`src/rtl/axi_read_arbiter_pkg.sv`:
```
// Shared AXI read-arbiter definitions: bus widths, FSM states, master index encoding.
package axi_read_arbiter_pkg;

    localparam int unsigned AXI_ID_BITS   = 4;
    localparam int unsigned AXI_IDS_BITS  = AXI_ID_BITS + 4;
    localparam int unsigned AXI_ADDR_BITS = 32;
    localparam int unsigned AXI_DATA_BITS = 32;
    localparam int unsigned AXI_LEN_BITS  = 4;
    localparam int unsigned AXI_SIZE_BITS = 3;

    localparam logic [3:0] MIdx0 = 4'd0;
    localparam logic [3:0] MIdx1 = 4'd1;

    typedef enum logic [1:0] {StIdle, StAddr, StData} state_e;

    typedef struct packed {
        logic [AXI_ID_BITS-1:0]   id;
        logic [AXI_ADDR_BITS-1:0] addr;
        logic [AXI_LEN_BITS-1:0]  len;
        logic [AXI_SIZE_BITS-1:0] size;
        logic [1:0]               burst;
    } ar_t;

    function automatic logic [3:0] master_idx(input logic g);
        return g ? MIdx1 : MIdx0;
    endfunction

endpackage

```
`src/rtl/axi_read_arbiter_rr_arb2.sv`:
```
// Stateless two-requester round-robin picker; the priority bit is owned by the parent.
module axi_read_arbiter_rr_arb2 (
    input  logic [1:0] req,
    input  logic       last,
    input  logic       en,
    output logic       grant,
    output logic       valid
);

    always_comb begin
        valid = en & (|req);
        // On a tie the master that did not win last time goes first.
        if (&req) begin
            grant = ~last;
        end else begin
            grant = req[1];
        end
    end

endmodule

```
`src/rtl/axi_read_arbiter.sv`:
```
// Two-master to one-slave AXI read arbiter: round-robin AR grant, registered address
// phase, R burst routed back to the granted master until RLast.
module axi_read_arbiter
    import axi_read_arbiter_pkg::*;
(
    input  logic                     clk,
    input  logic                     rst,
    input  logic [AXI_ID_BITS-1:0]   M0_ARID,
    input  logic [AXI_ADDR_BITS-1:0] M0_ARAddr,
    input  logic [AXI_LEN_BITS-1:0]  M0_ARLen,
    input  logic [AXI_SIZE_BITS-1:0] M0_ARSize,
    input  logic [1:0]               M0_ARBurst,
    input  logic                     M0_ARValid,
    output logic                     M0_ARReady,
    output logic [AXI_ID_BITS-1:0]   M0_RID,
    output logic [AXI_DATA_BITS-1:0] M0_RData,
    output logic [1:0]               M0_RResp,
    output logic                     M0_RLast,
    output logic                     M0_RValid,
    input  logic                     M0_RReady,
    input  logic [AXI_ID_BITS-1:0]   M1_ARID,
    input  logic [AXI_ADDR_BITS-1:0] M1_ARAddr,
    input  logic [AXI_LEN_BITS-1:0]  M1_ARLen,
    input  logic [AXI_SIZE_BITS-1:0] M1_ARSize,
    input  logic [1:0]               M1_ARBurst,
    input  logic                     M1_ARValid,
    output logic                     M1_ARReady,
    output logic [AXI_ID_BITS-1:0]   M1_RID,
    output logic [AXI_DATA_BITS-1:0] M1_RData,
    output logic [1:0]               M1_RResp,
    output logic                     M1_RLast,
    output logic                     M1_RValid,
    input  logic                     M1_RReady,
    output logic [AXI_IDS_BITS-1:0]  S_ARID,
    output logic [AXI_ADDR_BITS-1:0] S_ARAddr,
    output logic [AXI_LEN_BITS-1:0]  S_ARLen,
    output logic [AXI_SIZE_BITS-1:0] S_ARSize,
    output logic [1:0]               S_ARBurst,
    output logic                     S_ARValid,
    input  logic                     S_ARReady,
    input  logic [AXI_IDS_BITS-1:0]  S_RID,
    input  logic [AXI_DATA_BITS-1:0] S_RData,
    input  logic [1:0]               S_RResp,
    input  logic                     S_RLast,
    input  logic                     S_RValid,
    output logic                     S_RReady
);

    state_e state_q;
    logic   last_q;
    logic   grant_q;
    ar_t    ar_q;
    ar_t    m0_ar, m1_ar;
    logic   arb_grant, arb_valid;
    logic   unused_rid;

    assign m0_ar = '{id: M0_ARID, addr: M0_ARAddr, len: M0_ARLen, size: M0_ARSize,
                     burst: M0_ARBurst};
    assign m1_ar = '{id: M1_ARID, addr: M1_ARAddr, len: M1_ARLen, size: M1_ARSize,
                     burst: M1_ARBurst};

    // Routing relies on the registered grant, so the slave's index nibble is ignored.
    assign unused_rid = ^S_RID[AXI_IDS_BITS-1:AXI_ID_BITS];

    axi_read_arbiter_rr_arb2 u_rr_arb2 (
        .req   ({M1_ARValid, M0_ARValid}),
        .last  (last_q),
        .en    ((state_q == StIdle) && rst),
        .grant (arb_grant),
        .valid (arb_valid)
    );

    always_ff @(posedge clk) begin
        if (!rst) begin
            state_q <= StIdle;
            last_q  <= 1'b1;
            grant_q <= 1'b0;
            ar_q    <= '0;
        end else begin
            unique case (state_q)
                StIdle: begin
                    if (arb_valid) begin
                        ar_q    <= arb_grant ? m1_ar : m0_ar;
                        grant_q <= arb_grant;
                        last_q  <= arb_grant;
                        state_q <= StAddr;
                    end
                end
                StAddr: begin
                    if (S_ARReady) begin
                        state_q <= StData;
                    end
                end
                StData: begin
                    if (S_RValid && S_RReady && S_RLast) begin
                        state_q <= StIdle;
                    end
                end
                default: state_q <= StIdle;
            endcase
        end
    end

    always_comb begin
        M0_ARReady = arb_valid & ~arb_grant;
        M1_ARReady = arb_valid & arb_grant;

        S_ARID    = {master_idx(grant_q), ar_q.id};
        S_ARAddr  = ar_q.addr;
        S_ARLen   = ar_q.len;
        S_ARSize  = ar_q.size;
        S_ARBurst = ar_q.burst;
        S_ARValid = (state_q == StAddr);

        M0_RID    = '0;
        M0_RData  = '0;
        M0_RResp  = '0;
        M0_RLast  = 1'b0;
        M0_RValid = 1'b0;
        M1_RID    = '0;
        M1_RData  = '0;
        M1_RResp  = '0;
        M1_RLast  = 1'b0;
        M1_RValid = 1'b0;
        S_RReady  = 1'b0;

        if (state_q == StData) begin
            if (grant_q) begin
                M1_RID    = S_RID[AXI_ID_BITS-1:0];
                M1_RData  = S_RData;
                M1_RResp  = S_RResp;
                M1_RLast  = S_RLast;
                M1_RValid = S_RValid;
                S_RReady  = M1_RReady;
            end else begin
                M0_RID    = S_RID[AXI_ID_BITS-1:0];
                M0_RData  = S_RData;
                M0_RResp  = S_RResp;
                M0_RLast  = S_RLast;
                M0_RValid = S_RValid;
                S_RReady  = M0_RReady;
            end
        end
    end

endmodule

```
`config.mk`:
```
export PLATFORM = sky130hd
export DESIGN_NAME = axi_read_arbiter
export DESIGN_NICKNAME = d
export VERILOG_FILES = /design/src/rtl/axi_read_arbiter_pkg.sv /design/src/rtl/axi_read_arbiter_rr_arb2.sv /design/src/rtl/axi_read_arbiter.sv
export SDC_FILE = /design/constraint.sdc
export NUM_CORES = 1
export LEC_CHECK = 0
export CORE_ASPECT_RATIO = 0.9
export CORE_MARGIN = 2
export CORE_UTILIZATION = 27
export DETAILED_ROUTE_END_ITERATION = 7
export PLACE_DENSITY = 0.84
export SLEW_MARGIN = 40
export SYNTH_ARGS = -nofsm -noshare
export SYNTH_HDL_FRONTEND = slang
export SYNTH_SLANG_ARGS = --single-unit
```
`constraint.sdc`:
```
create_clock -name clk -period 1.25 [get_ports clk]
set_input_delay 0.25 -clock clk [delete_from_list [all_inputs] [get_ports clk]]
set_output_delay 0.25 -clock clk [all_outputs]
set_load 0.005 [all_outputs]
```
==> metrics.txt <==
# IOs=274; main combinational cell family by area after synthesis=simple AND/OR/NAND/NOR gates; first-pass GRT wire length=22000 µm; TritonCTS Sinks=49; GRT overflow=0; Post-Synth Adder-Cell Area=0%; max cap viols=0; Crit Path Category=reg -> out; Period minus WS final=1.77 ns; Remaining DRCs=0; Placed Cells incl. Taps=707; Pre-antenna DRT Iters=4; Total GRT Usage=26.5%; total number of vias=3870; min-delay worst type=in -> reg; combinational cell fraction of total power=42.0%; die area=approximately 11000 µm²; Final nets=roughly 800; final worst slack=-0.516 ns; Register Area=1030 µm²; Fin. Hold Viols=0; clock latency on the worst-skew pair=0.31 ns; antenna violations before repair=0; post-place setup slack=-0.940 ns; Placeable Area=9700 µm²; Post-Syn Instances=325; root buffer cell=clkbuf_8; fmax=0.566 GHz; period utilisation layout=141%; Via density=between 5 and 6; TritonCTS clock tree=done; RSZ-0062 raised after global routing=true; Post-Route WL=16000 µm; Die H=99.0 µm; total CTS buffers=5; Synth Area in XOR/XNOR=0%; Flop pwr share=35.7%; CP startpoint kind=register; final core occ=73.2%; Pleak=3.12 nW; status=finished, violations left; placer congestion estimate=0.776; Unique masters post-synth=27; Starting Density=27.9%; Synth top area share=36.2%; Int Pwr=3.64 mW; final std cells w/o fill=766; synth top area cells=dfxtp_1 (36%), and2_1 (19%), a221o_1 (17%), nor3_1 (8.1%), nand2_1 (6.2%); synth warn=0; Final Slew Violations=0; WL/cell=20.8 µm; mux contribution to synthesized area=0.370%; overall die width=110 µm; Worst EP required=1.00 ns; final setup violation count=about 130; Clock Power Share=22.3%; post-synth top area cell=dfxtp_1; pin count of the biggest net entering global routing=37; Clock transition at path regs=0.10 ns; CTS Buffer Depth=2; Inserted Diodes=0; vias in the first global route=3968; Fillers=~650; Pwr Density=roughly 730 nW/µm²; Multi-input gate area=2160 µm²; hold_buf cts=0; mean area per synthesized cell=approximately 8.3 µm²; sw frac=29.9%; Worst Path Max Fanout=7; mapped cell area=2710 µm²; dpl hpwl=9160 µm; failing checks=setup timing; switching pwr=1.55 mW; port bufs=266; H-tree levels=2; post-synthesis compound-gate area fraction=18.2%; worst vdd ir=0.000490 V; post-route ant nets=0; Tot Pwr=just over 5 mW; DRT iter0 DRCs=235; simple-gate share of the synthesized area=between 30% and 40%; crit path capture type=output port; register bit count reported by yosys=49; clk_skew=0.0135 ns; layout cells sized above 1=47.3%; Arr. time, crit path=around 1.5 ns; post-synthesis sequential area ratio=36.2%; Cell Rows=34; synth-to-layout area growth=162%
-- logic make-up (layout without fill, tap and decap cells) --
family                 count (synthesis)  after routing
flip-flops                            49             49
AO/OA/AOI/OAI                         51             51
multiplexers                           1              1
buffers and inverters                 38            351
other                                  1              3
AND/OR/NAND/NOR                      185            185
-- cells in the mapped netlist --
cell type / n
nor3_1: 44
a21o_1: 1
and2_1: 81
a21oi_1: 1
nor3b_1: 2
a21oi_2: 1
or2_1: 1
a221oi_1: 1
nand2b_1: 1
o21ai_0: 1
conb_1: 1
and4b_1: 2
nand2_1: 45
dfxtp_1: 49
mux2i_1: 1
nor2b_1: 2
buf_2: 9
buf_6: 7
a2111oi_0: 1
buf_4: 5
nor2_1: 5
a221o_1: 45
and3_4: 1
inv_1: 2
buf_1: 2
clkbuf_1: 13
or3b_1: 1
-- worst max-delay path, stage by stage (launching register included) --
cell and delay, ns:
dfxtp_2 0.34, nand2b_4 0.17, nor2_4 0.10, buf_12 0.15, buf_6 0.11, buf_6 0.11, and2_4 0.14, buf_6 0.09
-- metal layers --
| metal | global-route usage, % | share of wire (%) | up-vias |
|---|---|---|---|
| met5 | 0 | 0 | - |
| met4 | 11.6 | 3.6 | 0 |
| met3 | 5.82 | 6.9 | 46 |
| met2 | 47.0 | 52 | 178 |
| met1 | 30.3 | 38 | 1861 |
| li1 | - | - | 1785 |
-- state kept, by name, indices dropped and copies added, names as in the netlist --
| name | count |
|---|---|
| S_ARAddr | 32 |
| S_ARID | 4 |
| S_ARLen | 4 |
| S_ARSize | 3 |
| S_ARBurst | 2 |
| state_q | 2 |
| grant_q | 1 |
| last_q | 1 |
-- cells in the final DEF (no fill, tap or decap), types with 6 or more instances in the layout --
cell               n
nor3_4            36
buf_8              8
nor3_2             7
clkdlybuf4s50_1  134
a221o_1           45
buf_12            11
clkdlybuf4s15_2   11
buf_2             23
dlygate4sd2_1     46
and2_4            43
buf_4             27
dfxtp_2           30
clkbuf_2           6
and2_1            38
buf_16            11
nand2_1           45
buf_6             62
dfxtp_1           17
-- stage by stage --
step | setup TNS [ns] | area, µm² | hold WS (ns)
CTS | -53.72 | 6750 | 0.403
detailed placement | -86.74 | 5670 | 0.468
global placement | -80.05 | 5670 | 0.468
global route | -63.36 | 7100 | 0.420
finish | -56.05 | 7100 | 0.437
floorplan | -1.78 | 2840 | 0.326
-- area by class of cell --
cell class / count / share of cell area (%)
Clock inverter: 2 / 0.493
Tap cell: 126 / 2.22
Multi-Input combinational cell: 240 / 30.5
Sequential cell: 49 / 14.5
Timing Repair Buffer: 342 / 51.3
Clock buffer: 5 / 0.969
Inverter: 2 / 0.106
-- path summary, 6_finish.rpt --
path	slack, ns	to	cells after the start	startpoint
worst min-delay path	0.44	last_q	3	rst
worst max register to register	-0.50	S_ARAddr[11]	8	state_q[0]
worst min register to register	0.48	S_ARAddr[22]	1	S_ARAddr[22]
worst max-delay path	-0.52	M1_RData[1]	7	state_q[0]
-- power groups by stage --
stage / Clock [mW] / Combinational [mW] / Sequential [mW]
final: 1.16 / 2.18 / 1.85
after floorplan: 0 / 0.520 / 1.87
after global placement: 0 / 1.52 / 1.86
after CTS: 1.16 / 2.01 / 1.84
after detailed placement: 0 / 1.55 / 1.86
after global routing: 1.24 / 2.28 / 1.87
-- what timing repair did --
action                     in CTS  in global routing
setup endpoints to repair     176                133
buffers inserted               29                  8
cloned                         19                  2
gates resized for setup       512                123
pin swaps                      63                 16
No activity file was read; power rests on OpenSTA's default activity.
